--- config.mk ---
export PLATFORM = sky130hd
export DESIGN_NAME = ps2_tx
export DESIGN_NICKNAME = d
export VERILOG_FILES = /design/src/rtl/ps2_tx.sv
export SDC_FILE = /design/constraint.sdc
export NUM_CORES = 1
export LEC_CHECK = 0
export CAP_MARGIN = 20
export CORE_ASPECT_RATIO = 0.9
export CORE_MARGIN = 4
export CORE_UTILIZATION = 45
export DETAILED_ROUTE_END_ITERATION = 6
export PLACE_DENSITY = 0.69
export SETUP_SLACK_MARGIN = 0.3
export SYNTH_ARGS = -nofsm -noshare
export SYNTH_HDL_FRONTEND = slang
export SYNTH_SLANG_ARGS = --single-unit
--- constraint.sdc ---
create_clock -name clk -period 2.1 [get_ports clk]
set_clock_uncertainty 0.2 [all_clocks]
set_input_delay 0.315 -clock clk [delete_from_list [all_inputs] [get_ports clk]]
set_output_delay 0.315 -clock clk [all_outputs]
set_load 0.02 [all_outputs]
--- src/rtl/ps2_tx.sv ---
// ---------------------------------------------------------------------------
// ps2_tx : host-to-device PS/2 transmitter
//
// Sends one command byte to a PS/2 device over the shared open-drain clock
// and data lines. The block never drives a line high. It only asserts
// active-high pull-low enables. The tristate buffers live in the top level.
// While a frame is in flight tx_idle is low, so the top level can gate off
// the keyboard receiver.
//
// Frame sequence:
//   request-to-send (clock held low) -> start bit -> d0..d7 -> odd parity
//   -> stop (line released) -> device ACK -> wait for bus release.
//
// Parameters:
//   INHIBIT_CYCLES : clk cycles that ps2c is held low for request-to-send
//   FILTER_LEN     : length of the ps2c glitch-filter shift register
//   TIMEOUT_CYCLES : watchdog limit per device-clocked wait state
//
// Ports:
//   clk          in   system clock
//   reset        in   synchronous, active-high reset
//   wr_ps2       in   one-cycle start strobe, honoured only while tx_idle=1
//   din[7:0]     in   byte to send, latched on the accepted wr_ps2
//   ps2c_in      in   PS/2 clock line level from the pad
//   ps2d_in      in   PS/2 data line level from the pad
//   ps2c_oe      out  1 = pull ps2c low
//   ps2d_oe      out  1 = pull ps2d low
//   tx_idle      out  1 = ready, both lines released
//   tx_done_tick out  one-cycle pulse when a frame completes
//   ack_err      out  status of the last frame, 1 = no ACK (or timed out)
//
// Build option:
//   PS2_TX_TIMEOUT_EN : when defined, a watchdog aborts a frame whose device
//                       stops clocking. It then releases both lines, sets
//                       ack_err and returns to idle. When undefined, the
//                       block waits indefinitely for device clocks.
// ---------------------------------------------------------------------------
module ps2_tx #(
  parameter int INHIBIT_CYCLES = 13000,
  parameter int FILTER_LEN     = 8,
  parameter int TIMEOUT_CYCLES = 2000000
) (
  input  logic       clk,
  input  logic       reset,
  input  logic       wr_ps2,
  input  logic [7:0] din,
  input  logic       ps2c_in,
  input  logic       ps2d_in,
  output logic       ps2c_oe,
  output logic       ps2d_oe,
  output logic       tx_idle,
  output logic       tx_done_tick,
  output logic       ack_err
);

  localparam int CNT_W = $clog2(INHIBIT_CYCLES + 1);

  // Elaboration-time sanity checks on the configuration.
  if (INHIBIT_CYCLES < 1) begin : g_bad_inhibit
    $error("ps2_tx: INHIBIT_CYCLES must be at least 1");
  end
  if (FILTER_LEN < 2) begin : g_bad_filter
    $error("ps2_tx: FILTER_LEN must be at least 2");
  end
  if (TIMEOUT_CYCLES < 1) begin : g_bad_timeout
    $error("ps2_tx: TIMEOUT_CYCLES must be at least 1");
  end

  typedef enum logic [2:0] {
    IDLE,
    RTS,
    START,
    DATA,
    STOP,
    ACK,
    WAITREL
  } state_t;

  state_t                state, state_next;
  logic [FILTER_LEN-1:0] filt_reg, filt_next;
  logic                  f_val, f_val_next;
  logic                  fall_edge;
  logic [8:0]            shreg, shreg_next;
  logic [CNT_W-1:0]      cnt, cnt_next;
  logic [3:0]            nbit, nbit_next;
  logic                  done, done_next;
  logic                  err, err_next;
  logic                  wd_expired;

  // ------------------------------------------------------------------------
  // ps2c glitch filter. The filtered level only changes once the whole
  // window agrees, so pulses shorter than FILTER_LEN cycles are ignored.
  // While the host itself holds the clock low during request-to-send, the
  // filter also sees that. The resulting falling edge is harmless because
  // RTS ignores fall_edge.
  // ------------------------------------------------------------------------
  assign filt_next = {ps2c_in, filt_reg[FILTER_LEN-1:1]};

  always_comb begin
    f_val_next = f_val;
    if (&filt_next) begin
      f_val_next = 1'b1;
    end else if (~|filt_next) begin
      f_val_next = 1'b0;
    end
  end

  assign fall_edge = f_val & ~f_val_next;

  // ------------------------------------------------------------------------
  // Optional watchdog. It restarts on every state change and on every
  // device clock edge. It only fires in the states that depend on the
  // device to make progress.
  // ------------------------------------------------------------------------
`ifdef PS2_TX_TIMEOUT_EN
  localparam int WD_W = $clog2(TIMEOUT_CYCLES + 1);

  logic [WD_W-1:0] wd_cnt;
  logic            waiting;

  assign waiting    = state inside {START, DATA, STOP, ACK, WAITREL};
  assign wd_expired = waiting && !fall_edge &&
                      (wd_cnt == WD_W'(TIMEOUT_CYCLES - 1));

  always_ff @(posedge clk) begin
    if (reset || (state_next != state) || fall_edge || !waiting) begin
      wd_cnt <= '0;
    end else begin
      wd_cnt <= wd_cnt + WD_W'(1);
    end
  end
`else
  assign wd_expired = 1'b0;
`endif

  // ------------------------------------------------------------------------
  // Control registers (reset)
  // ------------------------------------------------------------------------
  always_ff @(posedge clk) begin
    if (reset) begin
      state    <= IDLE;
      filt_reg <= '1;
      f_val    <= 1'b1;
      done     <= 1'b0;
      err      <= 1'b0;
    end else begin
      state    <= state_next;
      filt_reg <= filt_next;
      f_val    <= f_val_next;
      done     <= done_next;
      err      <= err_next;
    end
  end

  // ------------------------------------------------------------------------
  // Frame data and counters (always loaded before use, no reset needed)
  // ------------------------------------------------------------------------
  always_ff @(posedge clk) begin
    shreg <= shreg_next;
    cnt   <= cnt_next;
    nbit  <= nbit_next;
  end

  // ------------------------------------------------------------------------
  // Next-state and line-drive logic. The host changes data on the device's
  // falling clock edge, and the device samples on the rising edge. Each
  // filtered falling edge advances the frame by exactly one step.
  // ------------------------------------------------------------------------
  always_comb begin
    state_next = state;
    shreg_next = shreg;
    cnt_next   = cnt;
    nbit_next  = nbit;
    err_next   = err;
    done_next  = 1'b0;
    ps2c_oe    = 1'b0;
    ps2d_oe    = 1'b0;
    tx_idle    = 1'b0;

    unique case (state)
      IDLE: begin
        tx_idle = 1'b1;
        if (wr_ps2) begin
          shreg_next = {~^din, din};
          cnt_next   = CNT_W'(INHIBIT_CYCLES - 1);
          err_next   = 1'b0;
          state_next = RTS;
        end
      end

      RTS: begin
        ps2c_oe = 1'b1;
        if (cnt == '0) begin
          state_next = START;
        end else begin
          cnt_next = cnt - CNT_W'(1);
        end
      end

      START: begin
        // Clock released, data held low as the start bit. The device
        // responds by generating clocks.
        ps2d_oe = 1'b1;
        if (fall_edge) begin
          nbit_next  = 4'd0;
          state_next = DATA;
        end
      end

      DATA: begin
        // shreg[0] walks through d0..d7 and then parity.
        ps2d_oe = ~shreg[0];
        if (fall_edge) begin
          shreg_next = {1'b0, shreg[8:1]};
          nbit_next  = nbit + 4'd1;
          if (nbit == 4'd8) begin
            state_next = STOP;
          end
        end
      end

      STOP: begin
        if (fall_edge) begin
          state_next = ACK;
        end
      end

      ACK: begin
        if (fall_edge) begin
          err_next   = ps2d_in;
          state_next = WAITREL;
        end
      end

      WAITREL: begin
        if (f_val && ps2d_in) begin
          done_next  = 1'b1;
          state_next = IDLE;
        end
      end

      default: begin
        state_next = IDLE;
      end
    endcase

    if (wd_expired) begin
      err_next   = 1'b1;
      done_next  = 1'b1;
      state_next = IDLE;
    end
  end

  assign tx_done_tick = done;
  assign ack_err      = err;

endmodule

==> reports/qor.yml <==
status: "finished, final reports clean"
gp_congestion: 0.7574
die_area_sq_um: 5472
insertion_delay_ns: 0.29
period_needed_ns: 2.017
path_clk_slew_ns: 0.08
drtAntennaViolNets: 0
yosysTopAreaCell: "edfxtp_1"
worstMarginPinSlew_ns: 0.4682
cts_max_level: 2
rsz0062_at_grt: "yes"
ys_ff_latch: 40
seq_area_frac_synth_pct: 54.70
relSlewSlack_pct: 68.69
ys_warn_count: 0
drv_slew: 0
setup_slack_ns: 0.08302
worstPathRequired_ns: 1.95
ios: 18
async_flop_share_pct: 0
antenna_found_initial: 0
p_leak_uw: 0.0009292
antenna_cells: 0
core.rowCount: 22
dp_hpwl_um: 2693
drv_cap: 0
dr_total_vias: 1471
finalSetupViolCount: 0
grt_max_degree: 16
area_growth_pct: 31.44
drt_iter0_markers: 84
hold_buffers: 0
dieWidth_um: 77.54
track_usage_pct: 15.72
path_class: "reg2reg"
endpoint_kind: "flop"
cp.arrival_ns: 1.87
clkSinkCount: 40
drtPass1Iterations: 4
viasPerCell: 5.428
fmax_mhz: 495.8
synth.area.top_cells: "edfxtp_1 41%, dfxtp_1 13%, xnor2_1 6.7%"
port_buffers: 17
cts_buffer_depth: 2
syn_nets: 197
syn_avg_cell_area_sq_um: 10.88
avgRoutedWirePerCell_um: 14.64
final_cell_mix: "27 x edfxtp_1, 21 x buf_4, 17 x nor2_1"
cts_root_buf: "clkbuf_8"
nets: 239
synth_top_area_share_pct: 41.41
largest_reg_flops: 14
layout_commonest_cell: "edfxtp_1"
start_util_pct: 47.42
grt_pass1_wl_um: 6817
tritoncts: "done"
syn_area_sq_um: 1958
post-place-ws_ns: -0.1685
ys_types: 36
power.density_nw_per_um2: 1050
power_uw: 2704
drc: 0
drive_above_1_share_pct: 32.29
critical_path_peak_fanout: 5
synth_top_flop_cell: "edfxtp_1"
fp.dieH_um: 70.58
hold_viol: 0
syn_inst: 180
ir_drop_uv: 539.4
min_path_type: "reg2reg"
core_sq_um: 4129
grt_overflow: 0
finalCritPeriodShare_pct: 96.05
drt-total-wl_um: 3968
cp-start-kind: "flop"
cts_buffers: 5
synth_edf_count: 27
grt_pass1_vias: 1514
[through the flow]
stage               instances  TNS [ns]  hold WS, ns  cell area, sq um  utilization (%)
floorplan                 180         0       0.2188              1983                -
global placement          251    -1.107       0.2557              2276            55.12
detailed placement        251    -1.849       0.2619              2276            55.12
CTS                       268         0       0.2858              2519            61.00
global route              271         0       0.3269              2574            62.33
finish                    271         0       0.2852              2574            62.33
[layout make-up]
class                           instances  area (sq um)
Fill cell                             327          1555
Sequential cell                        40          1076
Multi-Input combinational cell        128         970.9
Timing Repair Buffer                   40         344.1
Clock buffer                            6         82.58
Tap cell                               48         60.06
Inverter                                7         26.28
Clock inverter                          2         13.76
[critical path: stages (launching register included)]
cell and delay (ns):
edfxtp_1 0.45, nor3_4 0.28, nand4_1 0.18, or4_1 0.46, xor2_1 0.16, nor2_1 0.05
[Yosys cell counts, types with 2 or more instances]
library cell  number
clkbuf_1           3
and3_1             2
or3_1              2
nor3_1             5
mux2_2             8
inv_1              6
nand2_1           18
or2_2              7
nor4_1             2
edfxtp_1          27
nand2b_1           4
nor2_1            18
ha_1               4
nor2b_1            2
xor2_1             3
xnor2_1           15
dfxtp_1           13
nand4_1            4
a21oi_1            6
o21ai_0            5
nand3_1            9
buf_2              3
[what timing repair did]
item / 4_1_cts / 5_1_grt
endpoints found under the hold margin: 0 / 0
pin swaps: 8 / 9
resized for setup: 21 / 15
gates cloned: 1 / 0
setup endpoints to repair: 38 / 34
setup buffers: 8 / 3
[per-layer routing]
layer  GRT usage, %  up-vias  part of all wire [%]
met5              0        -                     0
met4          3.953        0                  0.48
li1               -      718                     -
met3          4.707        2                   5.2
met1          20.66      714                    48
met2          25.60       37                    46
[path summary, 6_finish.rpt]
check,start,slack (ns),endpoint,cells past startpoint
worst min register to register,ack_err,0.29,ack_err,2
worst min-delay path,ack_err,0.29,ack_err,2
worst max register to register,cnt[4],0.08,cnt[11],5
worst max-delay path,cnt[4],0.08,cnt[11],5
[cell families after synthesis]
group | count (synthesis) | share of synthesized area, %
AOI/OAI and AO/OA | 16 | 5.495
xor gates and xnor gates | 18 | 8.052
adders and majority gates | 4 | 2.556
buffers and inverters | 13 | 2.683
DFF | 40 | 54.70
muxes | 9 | 5.112
and+or+nand+nor | 80 | 21.40
[power by group]
part           switching (uW)  total [uW]  internal (uW)  leakage [uW]
logic                     510         988            477      0.000530
registers                 124        1180           1050      0.000347
clock network             269         538            269     0.0000516
No activity file was read; power rests on OpenSTA's default activity.
